==> src/rtl/map_render_ctrl.sv <==
// map_render_ctrl: VGA timing, scrolled map viewport addressing, frame-synced scroll and colour merge
module map_render_ctrl #(
  parameter int H_ACTIVE = 640,
  parameter int H_FP = 16,
  parameter int H_SYNC = 96,
  parameter int H_BP = 48,
  parameter int V_ACTIVE = 480,
  parameter int V_FP = 10,
  parameter int V_SYNC = 2,
  parameter int V_BP = 33,
  parameter int MAP_WIDTH_X = 100,
  parameter int MAP_WIDTH_Y = 100,
  parameter int VIEW_X0 = 270,
  parameter int VIEW_Y0 = 190,
  parameter logic [11:0] BG_COLOR = 12'h222
) (
  input  logic        clk,
  input  logic        rst,
  input  logic        pix_en,
  input  logic [9:0]  scroll_x,
  input  logic [9:0]  scroll_y,
  input  logic        scroll_valid,
  output logic        scroll_ready,
  output logic [9:0]  map_x,
  output logic [9:0]  map_y,
  output logic        map_on,
  input  logic [11:0] map_rgb,
  input  logic        sprite_on,
  input  logic [11:0] sprite_rgb,
  output logic        hsync,
  output logic        vsync,
  output logic [11:0] rgb,
  output logic        frame_start
);
  localparam logic [9:0] HA  = 10'(H_ACTIVE);
  localparam logic [9:0] HS0 = 10'(H_ACTIVE + H_FP);
  localparam logic [9:0] HS1 = 10'(H_ACTIVE + H_FP + H_SYNC);
  localparam logic [9:0] HL  = 10'(H_ACTIVE + H_FP + H_SYNC + H_BP - 1);
  localparam logic [9:0] VA  = 10'(V_ACTIVE);
  localparam logic [9:0] VS0 = 10'(V_ACTIVE + V_FP);
  localparam logic [9:0] VS1 = 10'(V_ACTIVE + V_FP + V_SYNC);
  localparam logic [9:0] VL  = 10'(V_ACTIVE + V_FP + V_SYNC + V_BP - 1);
  localparam logic [9:0] X0  = 10'(VIEW_X0);
  localparam logic [9:0] X1  = 10'(VIEW_X0 + MAP_WIDTH_X);
  localparam logic [9:0] XL  = 10'(VIEW_X0 + MAP_WIDTH_X - 1);
  localparam logic [9:0] Y0  = 10'(VIEW_Y0);
  localparam logic [9:0] Y1  = 10'(VIEW_Y0 + MAP_WIDTH_Y);
  localparam logic [9:0] MXL = 10'(MAP_WIDTH_X - 1);
  localparam logic [9:0] MYL = 10'(MAP_WIDTH_Y - 1);
  typedef enum logic {IDLE, PENDING} state_t;
  state_t state;
  logic [9:0] h_cnt, v_cnt, cur_x, cur_y, sh_x, sh_y, y_row, y_now;
  logic h_end, wrap, active, in_view, active_d, hsync_d, vsync_d;
  assign h_end = h_cnt == HL;
  assign wrap = pix_en && h_end && v_cnt == VL;
  assign frame_start = wrap && !rst;
  assign active = h_cnt < HA && v_cnt < VA;
  assign in_view = active && h_cnt >= X0 && h_cnt < X1 && v_cnt >= Y0 && v_cnt < Y1;
  assign y_now = v_cnt == Y0 ? cur_y : y_row;
  always_ff @(posedge clk)
    if (rst) begin
      h_cnt <= '0;
      v_cnt <= '0;
    end else if (pix_en) begin
      h_cnt <= h_end ? '0 : h_cnt + 10'd1;
      if (h_end) v_cnt <= v_cnt == VL ? '0 : v_cnt + 10'd1;
    end
  always_ff @(posedge clk)
    if (rst) begin
      map_x <= '0;
      map_y <= '0;
      map_on <= 1'b0;
      y_row <= '0;
      active_d <= 1'b0;
      hsync_d <= 1'b1;
      vsync_d <= 1'b1;
      rgb <= '0;
      hsync <= 1'b1;
      vsync <= 1'b1;
    end else if (pix_en) begin
      map_x <= !in_view ? '0 : h_cnt == X0 ? cur_x : map_x == MXL ? '0 : map_x + 10'd1;
      map_y <= in_view ? y_now : '0;
      if (in_view && h_cnt == XL) y_row <= y_now == MYL ? '0 : y_now + 10'd1;
      map_on <= in_view;
      active_d <= active;
      hsync_d <= !(h_cnt >= HS0 && h_cnt < HS1);
      vsync_d <= !(v_cnt >= VS0 && v_cnt < VS1);
      rgb <= !active_d ? '0 : sprite_on ? sprite_rgb : map_on ? map_rgb : BG_COLOR;
      hsync <= hsync_d;
      vsync <= vsync_d;
    end
  always_ff @(posedge clk)
    if (rst) begin
      state <= IDLE;
      scroll_ready <= 1'b0;
      cur_x <= '0;
      cur_y <= '0;
      sh_x <= '0;
      sh_y <= '0;
    end else if (state == IDLE) begin
      if (scroll_valid && scroll_ready) begin
        sh_x <= scroll_x > MXL ? MXL : scroll_x;
        sh_y <= scroll_y > MYL ? MYL : scroll_y;
        state <= PENDING;
        scroll_ready <= 1'b0;
      end else begin
        scroll_ready <= 1'b1;
      end
    end else if (wrap) begin
      cur_x <= sh_x;
      cur_y <= sh_y;
      state <= IDLE;
      scroll_ready <= 1'b1;
    end
endmodule

==> config.mk <==
export PLATFORM = sky130hd
export DESIGN_NAME = map_render_ctrl
export DESIGN_NICKNAME = d
export VERILOG_FILES = /design/src/rtl/map_render_ctrl.sv
export SDC_FILE = /design/constraint.sdc
export NUM_CORES = 1
export LEC_CHECK = 0
export BUFFER_PORTS_ARGS = -buffer_cell sky130_fd_sc_hd__buf_2
export CORE_MARGIN = 2
export CORE_UTILIZATION = 50
export CTS_CLUSTER_DIAMETER = 120
export CTS_CLUSTER_SIZE = 20
export DETAILED_ROUTE_END_ITERATION = 10
export PLACE_DENSITY = 0.75
export SYNTH_ARGS = -nofsm -noshare
export SYNTH_HDL_FRONTEND = slang
export SYNTH_SLANG_ARGS = --single-unit
==> constraint.sdc <==
create_clock -name clk -period 3.55 [get_ports clk]
set_clock_uncertainty 0.15 [all_clocks]
set_input_delay 0 -clock clk [delete_from_list [all_inputs] [get_ports clk]]
set_output_delay 0 -clock clk [all_outputs]
set_load 0.05 [all_outputs]
==> impl_metrics.env <==
export IMPL_run_status="finished, final reports clean"
export IMPL_wl_mm=13.7
export IMPL_clk_latency_ps=380
export IMPL_syn_area_sq_um=5310
export IMPL_n_fill_cell=878
export IMPL_grt_overflow_total=0
export IMPL_layout_common_cells="110 x dfxtp_1, 85 x buf_2, 76 x nor2_1, 43 x dlygate4sd3_1, 42 x nand2_1"
export IMPL_dr_total_vias=4869
export IMPL_dieHeight_um=107
export IMPL_fmax_mhz=313
export IMPL_power_switching_uw=521
export IMPL_yosysTopAreaCellShare_pct=41.5
export IMPL_io_pins=86
export IMPL_syn_nets=655
export IMPL_syn_area_per_cell_sq_um=8.87
export IMPL_hold_slack_ps=35.1
export IMPL_ff2ff_path_depth=9
export IMPL_slew_headroom_pct=49.0
export IMPL_endpoint_kind="register"
export IMPL_crit_path_start="v_cnt[1]"
export IMPL_rows=37
export IMPL_hold_violations=0
export IMPL_vias_per_cell=5.79
export IMPL_area_delta_synth_final_pct=20.3
export IMPL_rsz0062_at_grt="false"
export IMPL_io_buffers=85
export IMPL_ir_worst_vdd_v=0.000219
export IMPL_cts_tree="built"
export IMPL_start_util_pct=51.5
export IMPL_grt_util_met2_pct=42.7
export IMPL_path_max_fanout=20
export IMPL_gp_congestion=0.916
export IMPL_final_period_utilization_pct=89.9
export IMPL_netlist_cell_type_count=57
export IMPL_ys_flop_type="dfxtp_1"
export IMPL_path_clk_slew_ps=100
export IMPL_die_w_um=107
export IMPL_startpoint_type="register"
export IMPL_p_per_area_nw_per_um2=347
export IMPL_grt_first_pass_wirelength_mm=22.6
export IMPL_dieArea_sq_um=11500
export IMPL_dp_hpwl_mm=8.91
export IMPL_rrSetupSlack_ps=360
export IMPL_synth_seq_cells=110
export IMPL_synth_area_leaders="dfxtp_1 41%, nor2_1 5.4%, mux2i_1 4.3%"
export IMPL_htree_levels=3
export IMPL_power_share_clock_pct=35.4
export IMPL_hp_class="input pin to register"
export IMPL_maxCapViolations=0
export IMPL_power_frac_seq_pct=57.0
export IMPL_cts_resized=0
export IMPL_min_period_ps=3190
export IMPL_combPwrFrac_pct=7.6
export IMPL_critPathKind="register to register"
export IMPL_drt_initial_drc_count=307
export IMPL_grt_busiest_layer="met2"
export IMPL_yosysWarnings=0
export IMPL_p_leak_uw=0.00260
export IMPL_antenna_found_initial=0
export IMPL_grt_start_max_net_pins=70
export IMPL_dr_pass1_iters=4
export IMPL_cts_sinks=110
export IMPL_first_global_vias=4743
export IMPL_hp_start="scroll_valid"
export IMPL_grt_use_total_pct=24.5
export IMPL_drive_gt1_share_pct=19.1
export IMPL_n_antenna_cell=0
export IMPL_layout_commonest_cell="dfxtp_1"
export IMPL_reg2reg_from="v_cnt[1]"
export IMPL_cts_root_buf="clkbuf_8"
export IMPL_min_path_cells=3
export IMPL_crit_arrival_ps=3340
export IMPL_wl_per_cell_um=16.3
export IMPL_synthCells=599
export IMPL_core_area_sq_um=10300
export IMPL_clockBufferDepth=2
export IMPL_grt_met1_usage_pct=29.4
export IMPL_grt_util_met3_pct=4.50
export IMPL_crit_required_ps=3700
export IMPL_synth_edf_count=0
export IMPL_drv_slew=0
export IMPL_drc_errors=0
export IMPL_synth_async_reset_ratio_pct=0
export IMPL_fin_tns_setup_ps=0
export IMPL_synth_largest_area_cell="dfxtp_1"
export IMPL_cts_buffers=9
export IMPL_tightest_slew_ps=764
export IMPL_intPower_uw=1690
export IMPL_finalSetupViolCount=0
export IMPL_finalNetCount=756
export IMPL_ys_seq_area_share_pct=41.5
export IMPL_ant_nets=0
export IMPL_switching_share_pct=23.5
[layout make-up]
cell class / count / area (sq um) / area share, %
Clock buffer: 11 / 151 / 2.37
Clock inverter: 5 / 57.6 / 0.900
Inverter: 13 / 48.8 / 0.763
Multi-Input combinational cell: 432 / 2860 / 44.8
Sequential cell: 110 / 2200 / 34.4
Tap cell: 136 / 170 / 2.66
Timing Repair Buffer: 134 / 901 / 14.1
[cell families after synthesis]
logic type / count (synthesis) / synth area share [%]
buffers and inverters: 57 / 4.69
adder cells (fa/ha/maj): 7 / 1.65
AND/OR/NAND/NOR: 245 / 24.2
XOR/XNOR: 34 / 5.61
flip-flops: 110 / 41.5
AO/OA/AOI/OAI: 111 / 15.5
multiplexers: 35 / 6.95
[stage by stage]
step / total power (uW) / util (%) / instance area (sq um) / setup slack (ps) / cells
2_1_floorplan: 1370 / - / 5310 / 562 / 599
3_3_place_gp: 1410 / 55.7 / 5750 / 476 / 782
3_5_place_dp: 1420 / 55.7 / 5750 / 420 / 782
4_1_cts: 2230 / 61.9 / 6390 / 393 / 841
5_1_grt: 2300 / 61.9 / 6390 / 180 / 841
6_report: 2220 / 61.9 / 6390 / 359 / 841
[worst max-delay path, cell delays in order, from the launching register on]
cell	delay, ps
dfxtp_1	460
nor2b_1	300
and4_4	430
mux2_2	390
ha_1	310
nor4b_1	190
nand4_1	120
mux2_2	180
or4b_1	440
a21oi_1	140
[cell usage after synthesis, drive strengths merged, types with 3 or more instances]
cell type,n
a21oi,23
a22o,15
a22oi,13
a32oi,7
and2,9
and3,10
and4,7
buf,16
clkbuf,28
dfxtp,110
ha,7
inv,12
mux2,12
mux2i,23
nand2,42
nand2b,8
nand3,26
nand3b,3
nand4,18
nand4b,4
nor2,76
nor2b,4
nor3,16
nor4,3
nor4b,4
o2111ai,5
o211ai,7
o21ai,10
o221a,8
o311ai,7
o31ai,7
or3,3
or4,3
or4b,3
xnor2,17
xor2,17
[per-layer routing]
metal,vias to the layer above,wire (um),share of wire [%]
met5,-,0,0
met4,0,342,2.5
met3,32,509,3.7
met2,111,6950,51
met1,2355,5910,43
li1,2371,-,-
[registers in the layout, indices dropped and copies added (netlist names), 10 cells and up]
register,flops
map_y,10
y_row,10
sh_y,10
cur_y,10
cur_x,10
rgb,12
map_x,10
v_cnt,10
sh_x,10
h_cnt,10
[power groups by stage]
| stage | sequential [uW] | clock, uW | combinational, uW |
|---|---|---|---|
| floorplan | 1300 | 0 | 64.8 |
| global placement | 1290 | 0 | 123 |
| detailed placement | 1290 | 0 | 127 |
| CTS | 1260 | 799 | 164 |
| global route | 1270 | 853 | 182 |
| finish | 1260 | 784 | 169 |
[worst paths after layout]
| path | to |
|---|---|
| worst min-delay path | state |
| worst max-delay path | y_row[1] |
| worst min register to register | map_y[2] |
| worst max register to register | y_row[1] |
[what timing repair did]
item                      CTS  global route
setup buffers               0             0
hold endpoints to repair   32             0
hold buffers               43             0
No activity file was read; power rests on OpenSTA's default activity.
